## config.mk

```make
export PLATFORM = sky130hd
export DESIGN_NAME = memory_arbiter
export DESIGN_NICKNAME = d
export VERILOG_FILES = /design/src/rtl/memory_arbiter_pkg.sv /design/src/rtl/memory_arbiter.sv
export SDC_FILE = /design/constraint.sdc
export NUM_CORES = 1
export LEC_CHECK = 0
export ABC_CLOCK_PERIOD_IN_PS = 4800
export CAP_MARGIN = 0
export CORE_AREA = 8 8 98 100
export DETAILED_ROUTE_END_ITERATION = 7
export DIE_AREA = 0 0 106 108
export GPL_TIMING_DRIVEN = 0
export HOLD_SLACK_MARGIN = 0.02
export PLACE_DENSITY_LB_ADDON = 0.1
export RECOVER_POWER = 100
export SYNTH_ARGS = -nofsm -noshare
export SYNTH_HDL_FRONTEND = slang
export SYNTH_SLANG_ARGS = --single-unit
```

## constraint.sdc

```tcl
create_clock -name CLK -period 4.8 [get_ports CLK]
set_input_delay 1.44 -clock CLK [delete_from_list [all_inputs] [get_ports CLK]]
set_output_delay 1.44 -clock CLK [all_outputs]
set_load 0.02 [all_outputs]
```

## src/rtl/memory_arbiter_pkg.sv

```systemverilog
// RAM status encoding shared by the arbiter and anything driving it.
package memory_arbiter_pkg;
    typedef enum logic [1:0] {FREE, BUSY, ACCESS, ERROR} ramstate_t;
endpackage

```

## src/rtl/memory_arbiter.sv

```systemverilog
// Shares one single-port RAM between instruction fetch and data access; data wins
// unless a pending fetch has been passed over STARVE_LIMIT times. Hit >= 2 cycles after request.
module memory_arbiter
    import memory_arbiter_pkg::*;
#(
    parameter int STARVE_LIMIT = 4
) (
    input  logic        CLK,
    input  logic        nRST,
    input  logic        iREN,
    input  logic [31:0] iaddr,
    input  logic        dREN,
    input  logic        dWEN,
    input  logic [31:0] daddr,
    input  logic [31:0] dstore,
    input  ramstate_t   ramstate,
    input  logic [31:0] ramload,
    output logic        ihit,
    output logic [31:0] iload,
    output logic        dhit,
    output logic [31:0] dload,
    output logic        ramREN,
    output logic        ramWEN,
    output logic [31:0] ramaddr,
    output logic [31:0] ramstore,
    output logic        err
);

    localparam int CW = $clog2(STARVE_LIMIT + 1);
    localparam logic [CW-1:0] LIMIT = CW'(STARVE_LIMIT);

    typedef enum logic [1:0] {IDLE, IGRANT, DGRANT} state_t;

    state_t        state, state_nxt;
    logic [CW-1:0] starve_cnt, starve_nxt;
    logic          err_nxt;

    always_ff @(posedge CLK or negedge nRST) begin
        if (!nRST) begin
            state      <= IDLE;
            starve_cnt <= '0;
            err        <= 1'b0;
        end else begin
            state      <= state_nxt;
            starve_cnt <= starve_nxt;
            err        <= err_nxt;
        end
    end

    always_comb begin
        state_nxt  = state;
        starve_nxt = starve_cnt;
        err_nxt    = err;
        ihit       = 1'b0;
        iload      = '0;
        dhit       = 1'b0;
        dload      = '0;
        ramREN     = 1'b0;
        ramWEN     = 1'b0;
        ramaddr    = '0;
        ramstore   = '0;

        unique case (state)
            IDLE: begin
                // A fetch passed over LIMIT times in a row takes the next slot.
                if ((dREN || dWEN) && !(iREN && starve_cnt == LIMIT)) begin
                    state_nxt = DGRANT;
                    if (iREN)
                        starve_nxt = starve_cnt + CW'(1);
                end else if (iREN) begin
                    state_nxt  = IGRANT;
                    starve_nxt = '0;
                end
            end

            IGRANT: begin
                ramREN  = 1'b1;
                ramaddr = iaddr;
                if (!iREN) begin
                    state_nxt = IDLE;
                end else if (ramstate == ACCESS) begin
                    ihit      = 1'b1;
                    iload     = ramload;
                    state_nxt = IDLE;
                end else if (ramstate == ERROR) begin
                    err_nxt   = 1'b1;
                    state_nxt = IDLE;
                end
            end

            DGRANT: begin
                ramaddr = daddr;
                if (dWEN) begin
                    ramWEN   = 1'b1;
                    ramstore = dstore;
                end else begin
                    ramREN = 1'b1;
                end
                if (!(dREN || dWEN)) begin
                    state_nxt = IDLE;
                end else if (ramstate == ACCESS) begin
                    dhit      = 1'b1;
                    dload     = dWEN ? '0 : ramload;
                    state_nxt = IDLE;
                end else if (ramstate == ERROR) begin
                    err_nxt   = 1'b1;
                    state_nxt = IDLE;
                end
            end

            default: state_nxt = IDLE;
        endcase
    end

endmodule
```

==> results.py, run 1 <==
metrics = {
    "status": {
        "status": "complete, no violations",
    },
    "layout": {
        "fin_area_sq_um": 4197,
        "antenna_cells": 0,
        "nFillCells": 825,
        "nets": 655,
        "drive_gt1_frac": 0.04102,
        "area_delta_synth_final_pct": 152.9,
    },
    "critical_path": {
        "crit_required_ps": 3360,
        "cp_slowest_cell": "clkdlybuf4s50_1",
        "r2r-end": "state[1]$_DFFE_PN0P_",
        "crit_path_end": "dload[0]",
        "cp-startpoint": "ramstate[1]",
        "worstSetupPathType": "primary input to output port",
        "r2r_setup_slack_ps": 3290,
        "cp-end-kind": "output port",
        "rr_worst_depth": 5,
        "critPathMaxStageDelay_ps": 650,
        "worstPathMaxFanout": 10,
        "cp_cell_sequence": "clkdlybuf4s50_1, nor2b_1, clkbuf_2, and3_1, clkdlybuf4s50_1",
        "crit_top_cell": "clkdlybuf4s50_1",
        "arrival_ps": 3220,
        "start_kind": "primary input",
        "r2r-start": "state[0]$_DFFE_PN0P_",
    },
    "placed_design": {
        "io_buffers": 267,
        "dpl_cell_area_sq_um": 4463,
        "post-dp-hpwl_microns": 10340,
        "gp_congestion": 0.8138,
    },
    "timing": {
        "max_freq_ghz": 0.2146,
        "slew-limit-headroom": 0.6829,
        "fin_crit_sh": 0.9707,
        "finalHoldViolations": 0,
        "fin_crit_ps": 4659,
        "setup_viol_count_final": 0,
        "tightest_slew_ps": 475.6,
        "grt_setup_unrepaired": "false",
        "finalMaxSlewViolations": 0,
        "clock_skew_ps": 1.495,
    },
    "power_and_ir_drop": {
        "p_leak_nw": 2.139,
        "power-per-cell-area_nw_per_um2": 280.8,
        "vdd_drop_max_mv": 0.1995,
        "total_power_mw": 1.179,
    },
    "yosys": {
        "syn_nets": 383,
        "ys_seq_area_frac": 0.09050,
        "synth-seq-cells": 6,
        "syn_avg_cell_area_sq_um": 6.856,
        "synthDistinctLibCells": 32,
        "synth_cells": 242,
        "syn-cell-area_sq_um": 1659,
        "ys_warn_count": 0,
    },
    "floorplanning": {
        "start_util": 0.2061,
        "num_io_pins": 268,
        "rows": 33,
        "coreArea_sq_um": 8051,
        "die_w_microns": 106,
        "die-area_sq_um": 11450,
        "die_h_microns": 108,
    },
    "cts": {
        "clkTransAtPathRegs_ps": 40,
        "max-clock-path-buffers": 2,
        "cts_tree": "yes",
        "numCtsBuffers": 3,
        "h-tree-depth": 1,
        "cts.sinks": 6,
        "worstSkewPairLatency_ps": 220,
        "cts_setup_buffers": 0,
        "cts_root_buf": "clkbuf_8",
    },
    "detailed_routing": {
        "finalWirelength_microns": 12160,
        "vias": 2870,
        "viasPerCell": 4.652,
        "drt_iter0_drc": 106,
        "postRouteAntennaNets": 0,
        "drt-pass1-iter-count": 4,
        "drc": 0,
        "wl_per_cell_microns": 19.71,
    },
    "min_path": {
        "hold_start": "err$_DFFE_PN0P_",
        "hold_class": "flop to flop",
    },
    "global_routing": {
        "grt_util_all_layers": 0.1898,
        "grt_overflow_total": 0,
        "top_usage_layer": "met2",
        "grt_pass1_vias": 2856,
        "grt_use_met3": 0.03450,
        "met2_usage": 0.3722,
        "grt_pass1_wl_microns": 17490,
        "grt_use_met1": 0.2122,
        "antenna_found_initial": 0,
        "grt_max_degree": 11,
    },
    "flow_run": {
        "drv_cap": 0,
    },
}
## where the power goes
| group | internal [mW] | switching, mW |
|---|---|---|
| combinational | 0.479 | 0.536 |
| sequential | 0.0689 | 0.0186 |
| clock | 0.0539 | 0.0223 |
| total | 0.602 | 0.577 |
## worst min path at each step
stage | endpoint | depth (start not counted)
2_1_floorplan | starve_cnt[1]$_DFFE_PN0P_ | 2
3_3_place_gp | err$_DFFE_PN0P_ | 1
3_5_place_dp | err$_DFFE_PN0P_ | 1
4_1_cts | err$_DFFE_PN0P_ | 1
5_1_grt | err$_DFFE_PN0P_ | 1
6_report | err$_DFFE_PN0P_ | 1
## synth_stat cells
master	number	area (sq um)
buf_2	12	60.06
a21o_1	1	7.510
o311ai_1	1	8.760
a31oi_1	1	6.260
o21a_1	1	7.510
and2_4	1	8.760
a32o_1	1	10.01
and2_1	1	6.260
and3_1	96	600.6
nor2_2	1	6.260
nor4b_1	1	8.760
inv_1	5	18.77
nor2b_1	35	219.0
buf_6	3	33.78
and4b_1	1	10.01
and2_2	1	7.510
a221o_1	1	10.01
nand2_1	4	15.01
a211oi_2	1	12.51
nand2b_1	1	6.260
nor2_1	3	11.26
a31o_1	1	8.760
a221oi_1	1	8.760
dfrtp_1	6	150.1
buf_1	1	3.750
clkbuf_1	15	56.30
nand3_1	3	15.01
ha_1	6	75.07
a22oi_1	32	240.2
or2_1	1	6.260
o21ai_1	3	15.01
a21oi_1	1	5.000
## repair_timing
item | 4_1_cts | 5_1_grt
endpoints found under the setup margin | 36 | 46
hold buffers | 0 | 0
resized for setup | 15 | 48
## cells by family (layout without fill, tap and decap cells)
kind of cell / after synthesis / in the layout / synth area share
DFF: 6 / 6 / 0.09050
and+or+nand+nor: 149 / 149 / 0.5551
buffers and inverters: 36 / 306 / 0.1041
adders and majority gates: 6 / 6 / 0.04525
AOI/OAI and AO/OA: 45 / 45 / 0.2051
## metal layers
metal | wire length (microns) | up-vias
met4 | 67 | 0
met1 | 4822 | 1314
met2 | 6595 | 118
met3 | 676 | 7
met5 | 0 | -
li1 | - | 1431
## layout make-up
class	instances	area (sq um)	share of cell area
tap	105	131.4	0.03131
multi-input combinational	200	1336	0.3184
sequential	6	150.1	0.03578
timing repair buffer	267	2366	0.5638
inverter	5	18.77	0.004472
buffer	31	152.6	0.03637
clock buffer	3	41.29	0.009839
## critical path: cells and delay by family
kind | cells | cell delay [ps]
buffers and inverters | 3 | 1420
and+or+nand+nor | 2 | 350
## flip-flops by register name, indices dropped and copies added (netlist names)
| name | flops |
|---|---|
| starve_cnt | 3 |
| state | 2 |
| err | 1 |
## per-stage QoR
step | cells | hold slack [ps] | util | setup slack [ps] | setup TNS (ps)
6_report | 617 | 455.9 | 0.5212 | 140.5 | 0
5_1_grt | 617 | 499.7 | 0.5212 | 54.62 | 0
4_1_cts | 617 | 469.9 | 0.5571 | 2.883 | 0
3_5_place_dp | 614 | 461.7 | 0.5543 | -68.14 | -990.4
3_3_place_gp | 614 | 450.0 | 0.5543 | -62.99 | -1172
2_1_floorplan | 242 | 479.6 | - | 1248 | 0
## cell usage in the layout, fill, tap and decap left out, types with 3 or more instances in the layout
cell	instances
and3_1	96
dlygate4sd2_1	15
o21ai_1	3
dfrtp_1	6
dlygate4sd3_1	71
clkbuf_2	6
nor2_1	3
nand2_1	4
nand3_1	3
buf_2	5
clkdlybuf4s50_1	135
ha_1	6
buf_6	3
inv_1	5
nor2b_1	35
clkbuf_8	3
a22oi_1	32
clkbuf_1	62
(Power assumes the default switching activity.)
==> run 2: changes to the inputs <==
Settings changed: ABC_CLOCK_PERIOD_IN_PS 4800 to 5600.
Clock period 4.8 ns to 5.6 ns, I/O delays scaled along.
==> run 2 against run 1 <==
Critical path type unchanged. Combinational power shrank 13%. Sequential power decreased by 14%. Via count about the same. Global-route usage barely moved. Largest power group unchanged.
==> results.py, run 2 (synthesis gave the netlist of run 1 again) <==
metrics = {
    "cts": {
        "h-tree-depth": 1,
        "cts.sinks": 6,
        "max-clock-path-buffers": 2,
        "numCtsBuffers": 3,
        "cts_hold_buf": 0,
        "cts_root_buf": "clkbuf_8",
        "clkTransAtPathRegs_ps": 40,
        "cts_resized": 0,
        "cts_setup_buffers": 0,
        "cts_tree": "yes",
        "worstSkewPairLatency_ps": 220,
    },
    "floorplanning": {
        "die_h_microns": 108,
        "coreArea_sq_um": 8051,
        "num_io_pins": 268,
        "rows": 33,
        "start_util": 0.2061,
        "die_w_microns": 106,
        "die-area_sq_um": 11450,
    },
    "layout": {
        "final_cell_mix": "dlygate4sd3_1 (134), clkdlybuf4s50_1 (133), and3_1 (96)",
        "nets": 655,
        "area_delta_synth_final_pct": 171.3,
        "largest_register": "starve_cnt",
        "antenna_cells": 0,
        "final_common_cell": "dlygate4sd3_1",
        "largest_reg_flops": 3,
        "largest_registers": "starve_cnt: 3 flops, state: 2 flops, err: 1 flops",
        "drive_gt1_frac": 0.04102,
        "fin_cells": 617,
    },
    "timing": {
        "clock_skew_ps": 1.485,
        "setup_tns_ps": 0,
        "setup_viol_count_final": 0,
        "whs_ps": 455.9,
        "fin_crit_sh": 0.9698,
        "fin_ws_ps": 169.4,
        "finalMaxSlewViolations": 0,
        "finalHoldViolations": 0,
        "max_freq_ghz": 0.1841,
        "slew-limit-headroom": 0.6810,
        "grt_setup_unrepaired": "false",
        "tightest_slew_ps": 478.6,
        "fin_crit_ps": 5431,
    },
    "global_routing": {
        "top_usage_layer": "met2",
        "grt_use_met1": 0.2119,
        "grt_use_met3": 0.03450,
        "met2_usage": 0.3722,
        "grt_overflow_total": 0,
        "grt_pass1_vias": 2856,
        "grt_max_degree": 11,
        "grt_pass1_wl_microns": 17480,
        "antenna_found_initial": 0,
        "grt_util_all_layers": 0.1897,
    },
    "detailed_routing": {
        "finalWirelength_microns": 11880,
        "wl_per_cell_microns": 19.26,
        "drt-pass1-iter-count": 4,
        "viasPerCell": 4.655,
        "vias": 2872,
        "drt_iter0_drc": 80,
        "drc": 0,
        "postRouteAntennaNets": 0,
    },
    "power_and_ir_drop": {
        "p_int_mw": 0.5209,
        "power-per-cell-area_nw_per_um2": 225.3,
        "switching_power_mw": 0.4933,
        "p_seq_frac": 0.074,
        "p_leak_nw": 2.399,
        "swShare": 0.4864,
        "pwr-share-comb": 0.862,
        "clockPowerShare": 0.064,
        "vdd_drop_max_mv": 0.1713,
    },
    "min_path": {
        "hold_start": "err$_DFFE_PN0P_",
        "min_to": "err$_DFFE_PN0P_",
        "holdPathStages": 1,
        "hold_class": "flop to flop",
    },
    "critical_path": {
        "arrival_ps": 3750,
        "worstPathMaxFanout": 10,
        "crit_required_ps": 3920,
        "rr_worst_depth": 5,
        "cp_cell_sequence": "dlygate4sd3_1, nor2b_1, and2_4, buf_6, and3_1, dlygate4sd3_1",
        "critPathMaxStageDelay_ps": 720,
        "crit_top_cell": "dlygate4sd3_1",
        "r2r-start": "state[0]$_DFFE_PN0P_",
        "cp_slowest_cell": "dlygate4sd3_1",
        "worstSetupPathType": "primary input to output port",
        "cp-end-kind": "output port",
        "r2r-end": "state[1]$_DFFE_PN0P_",
        "start_kind": "primary input",
        "r2r_setup_slack_ps": 4090,
    },
    "placed_design": {
        "place_inst": 614,
        "post-dp-hpwl_microns": 10340,
        "gp_congestion": 0.8138,
        "io_buffers": 267,
        "pre_cts_slack_ps": 251.9,
    },
    "status": {
        "status": "complete, no violations",
    },
    "flow_run": {
        "drv_cap": 0,
    },
}
[run 2: cell types whose count changed in the layout (fill, tap and decap cells not counted), sizes merged]
cell,before,now
buf,9,16
dlygate4sd3,71,134
clkbuf,71,18
dlygate4sd2,15,0
clkdlybuf4s50,135,133
[run 2: layout make-up]
cell class                 count  area (sq um)
clock buffer                   3         41.29
inverter                       5         18.77
timing repair buffer         267          2673
tap                          105         131.4
multi-input combinational    200          1334
sequential                     6         150.1
buffer                        31         153.9
fill                         778          3550
[run 2: stage by stage]
| stage | total power [mW] | area, sq um | util |
|---|---|---|---|
| finish | 1.014 | 4502 | 0.5591 |
| global route | 1.098 | 4502 | 0.5591 |
| CTS | 1.077 | 4504 | 0.5594 |
| detailed placement | 1.007 | 4463 | 0.5543 |
| global placement | 0.9952 | 4463 | 0.5543 |
| floorplan | 0.5714 | 1659 | - |
[run 2: worst max-delay path: cells and delay by family]
family                 cells  cell delay (ps)
AND/OR/NAND/NOR            3              540
buffers and inverters      3             1530
[run 2: power groups by stage]
stage	Sequential (mW)	Clock [mW]	Combinational, mW
2_1_floorplan	0.0717	0	0.500
3_3_place_gp	0.0737	0	0.921
3_5_place_dp	0.0750	0	0.932
4_1_cts	0.0744	0.0691	0.934
5_1_grt	0.0780	0.0714	0.949
6_report	0.0750	0.0654	0.874
[run 2: how the worst max path moves through the flow]
| stage | cells past startpoint | end | start |
|---|---|---|---|
| 6_report | 6 | dload[2] | dWEN |
| 5_1_grt | 6 | iload[2] | ramstate[1] |
| 3_3_place_gp | 6 | dload[10] | ramstate[1] |
| 2_1_floorplan | 4 | dload[10] | ramstate[1] |
| 4_1_cts | 6 | dload[2] | dWEN |
| 3_5_place_dp | 6 | dload[2] | dWEN |
[run 2: layer usage]
layer  up-vias  routed length [microns]
met5         -                        0
met4         0                       67
met3         7                      695
met2       119                     6500
met1      1313                     4620
li1       1433                        -
==> run 3: changes to the inputs <==
--- a/config.mk
+++ b/config.mk
@@ -15,4 +15,5 @@
 export PLACE_DENSITY_LB_ADDON = 0.1
 export RECOVER_POWER = 100
+export SKIP_LAST_GASP = 1
 export SYNTH_ARGS = -nofsm -noshare
 export SYNTH_HDL_FRONTEND = slang
==> constraint.sdc (replaced) <==
create_clock -name CLK -period 5.6 [get_ports CLK]
set_input_delay 1.68 -clock CLK [delete_from_list [all_inputs] [get_ports CLK]]
set_output_delay 1.68 -clock CLK [all_outputs]
set_load 0.05 [all_outputs]
==> run 3 against run 2 <==
Clock-buffer cell count unchanged. Worst setup slack worse by 69 ps. Total power up 27%. Maximum frequency down 1.3%.
==> results.py, run 3 (synthesis gave the netlist of run 1 again) <==
metrics = {
    "status": {
        "status": "complete, no violations",
    },
    "critical_path": {
        "critPathMaxStageDelay_ps": 850,
        "r2r_setup_slack_ps": 4090,
        "worstPathMaxFanout": 10,
        "cp_slowest_cell": "clkdlybuf4s50_1",
        "crit_top_cell": "clkdlybuf4s50_1",
        "cp_top_family": "buffers and inverters",
        "start_kind": "primary input",
        "path_buf_inv": 3,
        "cp_cell_sequence": "clkdlybuf4s50_1, nor2b_1, and2_4, buf_6, and3_1, clkdlybuf4s50_1",
        "cp-end-kind": "output port",
        "crit_required_ps": 3920,
        "r2r-end": "state[1]$_DFFE_PN0P_",
        "rr_worst_depth": 5,
        "worstSetupPathType": "primary input to output port",
        "path_depth": 6,
        "arrival_ps": 3820,
        "r2r-start": "state[0]$_DFFE_PN0P_",
    },
    "layout": {
        "final_common_cell": "clkdlybuf4s50_1",
        "fin_cells": 617,
        "drive_gt1_frac": 0.04102,
        "area_delta_synth_final_pct": 164.9,
        "largest_registers": "starve_cnt: 3 flops, state: 2 flops, err: 1 flops",
        "multi_input_comb_area_sq_um": 1334,
        "final_cell_mix": "clkdlybuf4s50_1 (178), and3_1 (96), dlygate4sd3_1 (72)",
        "seqCellArea_sq_um": 150.1,
        "nFillCells": 793,
        "largest_reg_flops": 3,
        "largest_register": "starve_cnt",
        "nets": 655,
        "antenna_cells": 0,
    },
    "global_routing": {
        "grt_overflow_total": 0,
        "grt_use_met3": 0.03450,
        "top_usage_layer": "met2",
        "grt_use_met1": 0.2119,
        "antenna_found_initial": 0,
        "grt_pass1_wl_microns": 17480,
        "grt_max_degree": 11,
        "met2_usage": 0.3722,
        "grt_pass1_vias": 2856,
        "grt_util_all_layers": 0.1897,
    },
    "detailed_routing": {
        "viasPerCell": 4.689,
        "postRouteAntennaNets": 0,
        "vias": 2893,
        "drc": 0,
        "wl_per_cell_microns": 19.44,
        "drt-pass1-iter-count": 4,
        "drt_iter0_drc": 77,
        "finalWirelength_microns": 11990,
    },
    "cts": {
        "cts_setup_buffers": 0,
        "worstSkewPairLatency_ps": 220,
        "cts_resized": 0,
        "clkTransAtPathRegs_ps": 40,
        "h-tree-depth": 1,
        "cts_root_buf": "clkbuf_8",
        "numCtsBuffers": 3,
        "cts_tree": "yes",
        "cts.sinks": 6,
        "cts_hold_buf": 0,
        "max-clock-path-buffers": 2,
    },
    "floorplanning": {
        "start_util": 0.2061,
        "die_w_microns": 106,
        "rows": 33,
        "die-area_sq_um": 11450,
        "die_h_microns": 108,
        "num_io_pins": 268,
        "coreArea_sq_um": 8051,
    },
    "timing": {
        "setup_viol_count_final": 0,
        "finalHoldViolations": 0,
        "finalMaxSlewViolations": 0,
        "fin_ws_ps": 100.5,
        "fin_crit_ps": 5500,
        "whs_ps": 455.9,
        "fin_crit_sh": 0.9821,
        "max_freq_ghz": 0.1818,
        "tightest_slew_ps": 677.3,
        "grt_setup_unrepaired": "false",
        "setup_tns_ps": 0,
        "clock_skew_ps": 1.485,
        "slew-limit-headroom": 0.5504,
    },
    "power_and_ir_drop": {
        "p_leak_nw": 2.146,
        "vdd_drop_max_mv": 0.1822,
        "total_power_mw": 1.284,
        "power-per-cell-area_nw_per_um2": 292.2,
    },
    "min_path": {
        "hold_class": "flop to flop",
        "holdPathStages": 1,
        "hold_start": "err$_DFFE_PN0P_",
        "min_to": "err$_DFFE_PN0P_",
    },
    "flow_run": {
        "drv_cap": 0,
    },
    "placed_design": {
        "gp_congestion": 0.8138,
        "pre_cts_slack_ps": 52.54,
        "io_buffers": 267,
        "place_inst": 614,
        "post-dp-hpwl_microns": 10340,
    },
}
[run 3: cell types whose count changed in the layout (fill, tap and decap cells not counted)]
cell / before / now
clkdlybuf4s50_1: 133 / 178
dlygate4sd3_1: 134 / 72
clkbuf_1: 15 / 32
[run 3: stage by stage]
| stage | cell area, sq um | util |
|---|---|---|
| 2_1_floorplan | 1659 | - |
| 3_3_place_gp | 4463 | 0.5543 |
| 3_5_place_dp | 4463 | 0.5543 |
| 4_1_cts | 4504 | 0.5594 |
| 5_1_grt | 4395 | 0.5459 |
| 6_report | 4395 | 0.5459 |
[run 3: worst max path at each step]
stage	start	to	slack (ps)
after floorplan	ramstate[1]	dload[10]	1370
after global placement	ramstate[1]	dload[10]	60
after detailed placement	dWEN	dload[2]	50
after CTS	dWEN	dload[2]	50
after global routing	ramstate[1]	dload[9]	0.7
final	dWEN	dload[2]	100
[run 3: power by group]
| group | switching (mW) | internal (mW) |
|---|---|---|
| sequential | 0.0160 | 0.0590 |
| combinational | 0.730 | 0.414 |
| clock | 0.0191 | 0.0462 |
[run 3: cell type report]
| type | instances | share of cell area |
|---|---|---|
| inverter | 5 | 0.004270 |
| clock buffer | 3 | 0.009394 |
| tap | 105 | 0.02989 |
| buffer | 31 | 0.03501 |
| timing repair buffer | 267 | 0.5838 |
| multi-input combinational | 200 | 0.3034 |
| sequential | 6 | 0.03416 |
[run 3: layer usage]
layer  vias to the layer above  routed length [microns]
met5                         -                        0
met4                         0                       67
li1                       1432                        -
met2                       123                     6521
met1                      1331                     4694
met3                         7                      710
==> edit, RTL diff (settings of run 1) <==
Change the parameter `STARVE_LIMIT` from 4 to 8.
--- a/src/rtl/memory_arbiter.sv
+++ b/src/rtl/memory_arbiter.sv
@@ -3,7 +3,7 @@
 module memory_arbiter
     import memory_arbiter_pkg::*;
 #(
-    parameter int STARVE_LIMIT = 4
+    parameter int STARVE_LIMIT = 8
 ) (
     input  logic        CLK,
     input  logic        nRST,
Function: same outputs for any inputs over 4 cycles, from zero or initial values and one cycle with nRST low; that may be too few to reach the edited logic, so the function may still have changed.
==> edit against run 1 <==
Die area is the same; worst setup slack worse by 0.030 ns; final area increased by 4.6%; critical endpoint is now dload[19]; sequential cell count increased by 1; utilization is 2.4 points higher; sequential power rose by 21%; combinational power grew 9.9%; wire length is 5.4% lower; total power up 10%; area after synthesis grew 3.5%; critical path depth unchanged; non-clock buffer count decreased by 1.
==> edit: results <==
metrics = {
    "outcome": {
        "status": "complete, no violations",
    },
    "sta": {
        "whs_ns": 0.462,
        "layout_setup_ws_ns": 0.111,
        "skew_ns": 0.000369,
        "worst_pin_slew_ns": 0.437,
    },
    "global_routing": {
        "gr-usage-all-layers": 0.183,
        "grt_pass1_vias": 3002,
        "grt_pass1_wl_um": 16900,
    },
    "place": {
        "gp_congestion": 0.784,
        "placed_cells": 615,
        "postPlaceCellArea_um2": 4510,
        "dp_hpwl_um": 9980,
        "io_buffers": 266,
    },
    "route": {
        "totalWireLength_um": 11500,
        "wl_per_cell_um": 18.6,
        "viasPerCell": 4.63,
    },
    "cts": {
        "clkTransAtPathRegs_ns": 0.04,
        "clockBufferDepth": 2,
        "htreeDepth": 1,
        "clk_root_buffer_cell": "clkbuf_8",
        "cts.repair.resized": 10,
    },
    "worst_setup_path": {
        "crit_arrival_ns": 3.25,
        "r2r_setup_slack_ns": 3.15,
    },
    "logic_synthesis": {
        "postSynthNetCount": 385,
        "yosysSeqAreaShare": 0.102,
        "synth_edf_count": 0,
        "synth.area.top_cells": "and3_1, a22oi_1, nor2b_1",
        "avgSynthCellArea_um2": 7.04,
        "ys_top_cells_by_count": "and3_1, nor2b_1, a22oi_1",
        "yosysUniqueCellTypes": 34,
    },
    "final_layout": {
        "drive_gt1_frac": 0.0447,
        "largest_registers": "starve_cnt x4, state x2, err x1",
        "nets": 656,
    },
    "pwr": {
        "vdd_drop_max_mv": 0.172,
    },
    "worst_hold_path": {
        "hold_path.class": "reg -> reg",
    },
}
-- edit: area by class of cell --
cell class / instances / area (µm²)
fill: 810 / 3660
timing repair buffer: 266 / 2510
multi-input combinational: 201 / 1370
sequential: 7 / 175
buffer: 31 / 143
tap: 105 / 131
clock buffer: 4 / 45.0
inverter: 5 / 18.8
-- edit: critical path, stage by stage --
cell	delay [ns]
clkdlybuf4s50_1	0.52
and2b_1	0.18
clkbuf_1	0.29
and3_1	0.20
clkdlybuf4s50_1	0.62
-- edit: path summary, 6_finish.rpt --
path                                             end  cells past startpoint
max                                        dload[19]                      5
min                                  err$_DFFE_PN0P_                      1
max reg2reg                     state[0]$_DFFE_PN0P_                      6
min reg2reg                          err$_DFFE_PN0P_                      1
max in group asynchronous       state[0]$_DFFE_PN0P_                      1
min in group asynchronous  starve_cnt[0]$_DFFE_PN0P_                      1
-- edit: cells by family after synthesis --
| group | after synthesis | share of synthesized area |
|---|---|---|
| fa+ha+maj | 6 | 0.0437 |
| buf+inv | 36 | 0.0940 |
| compound gates | 43 | 0.195 |
| simple gates | 152 | 0.565 |
| flops | 7 | 0.102 |
-- edit: routing by layer --
| metal | up-vias | track usage | wire length, µm | part of all wire |
|---|---|---|---|---|
| met4 | 0 | 0.0352 | 127 | 0.011 |
| met3 | 9 | 0.0625 | 1030 | 0.090 |
| met2 | 155 | 0.347 | 5960 | 0.52 |
| met5 | - | 0 | 0 | 0 |
| li1 | 1439 | - | - | - |
| met1 | 1265 | 0.191 | 4390 | 0.38 |
-- edit: where the power goes --
group / total (W) / switching, W / leakage, nW / internal, W
combinational: 0.00111 / 0.000585 / 2.23 / 0.000527
clock: 0.0000796 / 0.0000224 / 0.0228 / 0.0000572
sequential: 0.000106 / 0.0000230 / 0.0834 / 0.0000833
-- edit: metrics by stage --
stage               power, W  setup TNS (ns)
finish               0.00130               0
global route         0.00141               0
CTS                  0.00138               0
detailed placement   0.00130          -0.137
global placement     0.00128         -0.0741
floorplan           0.000758               0
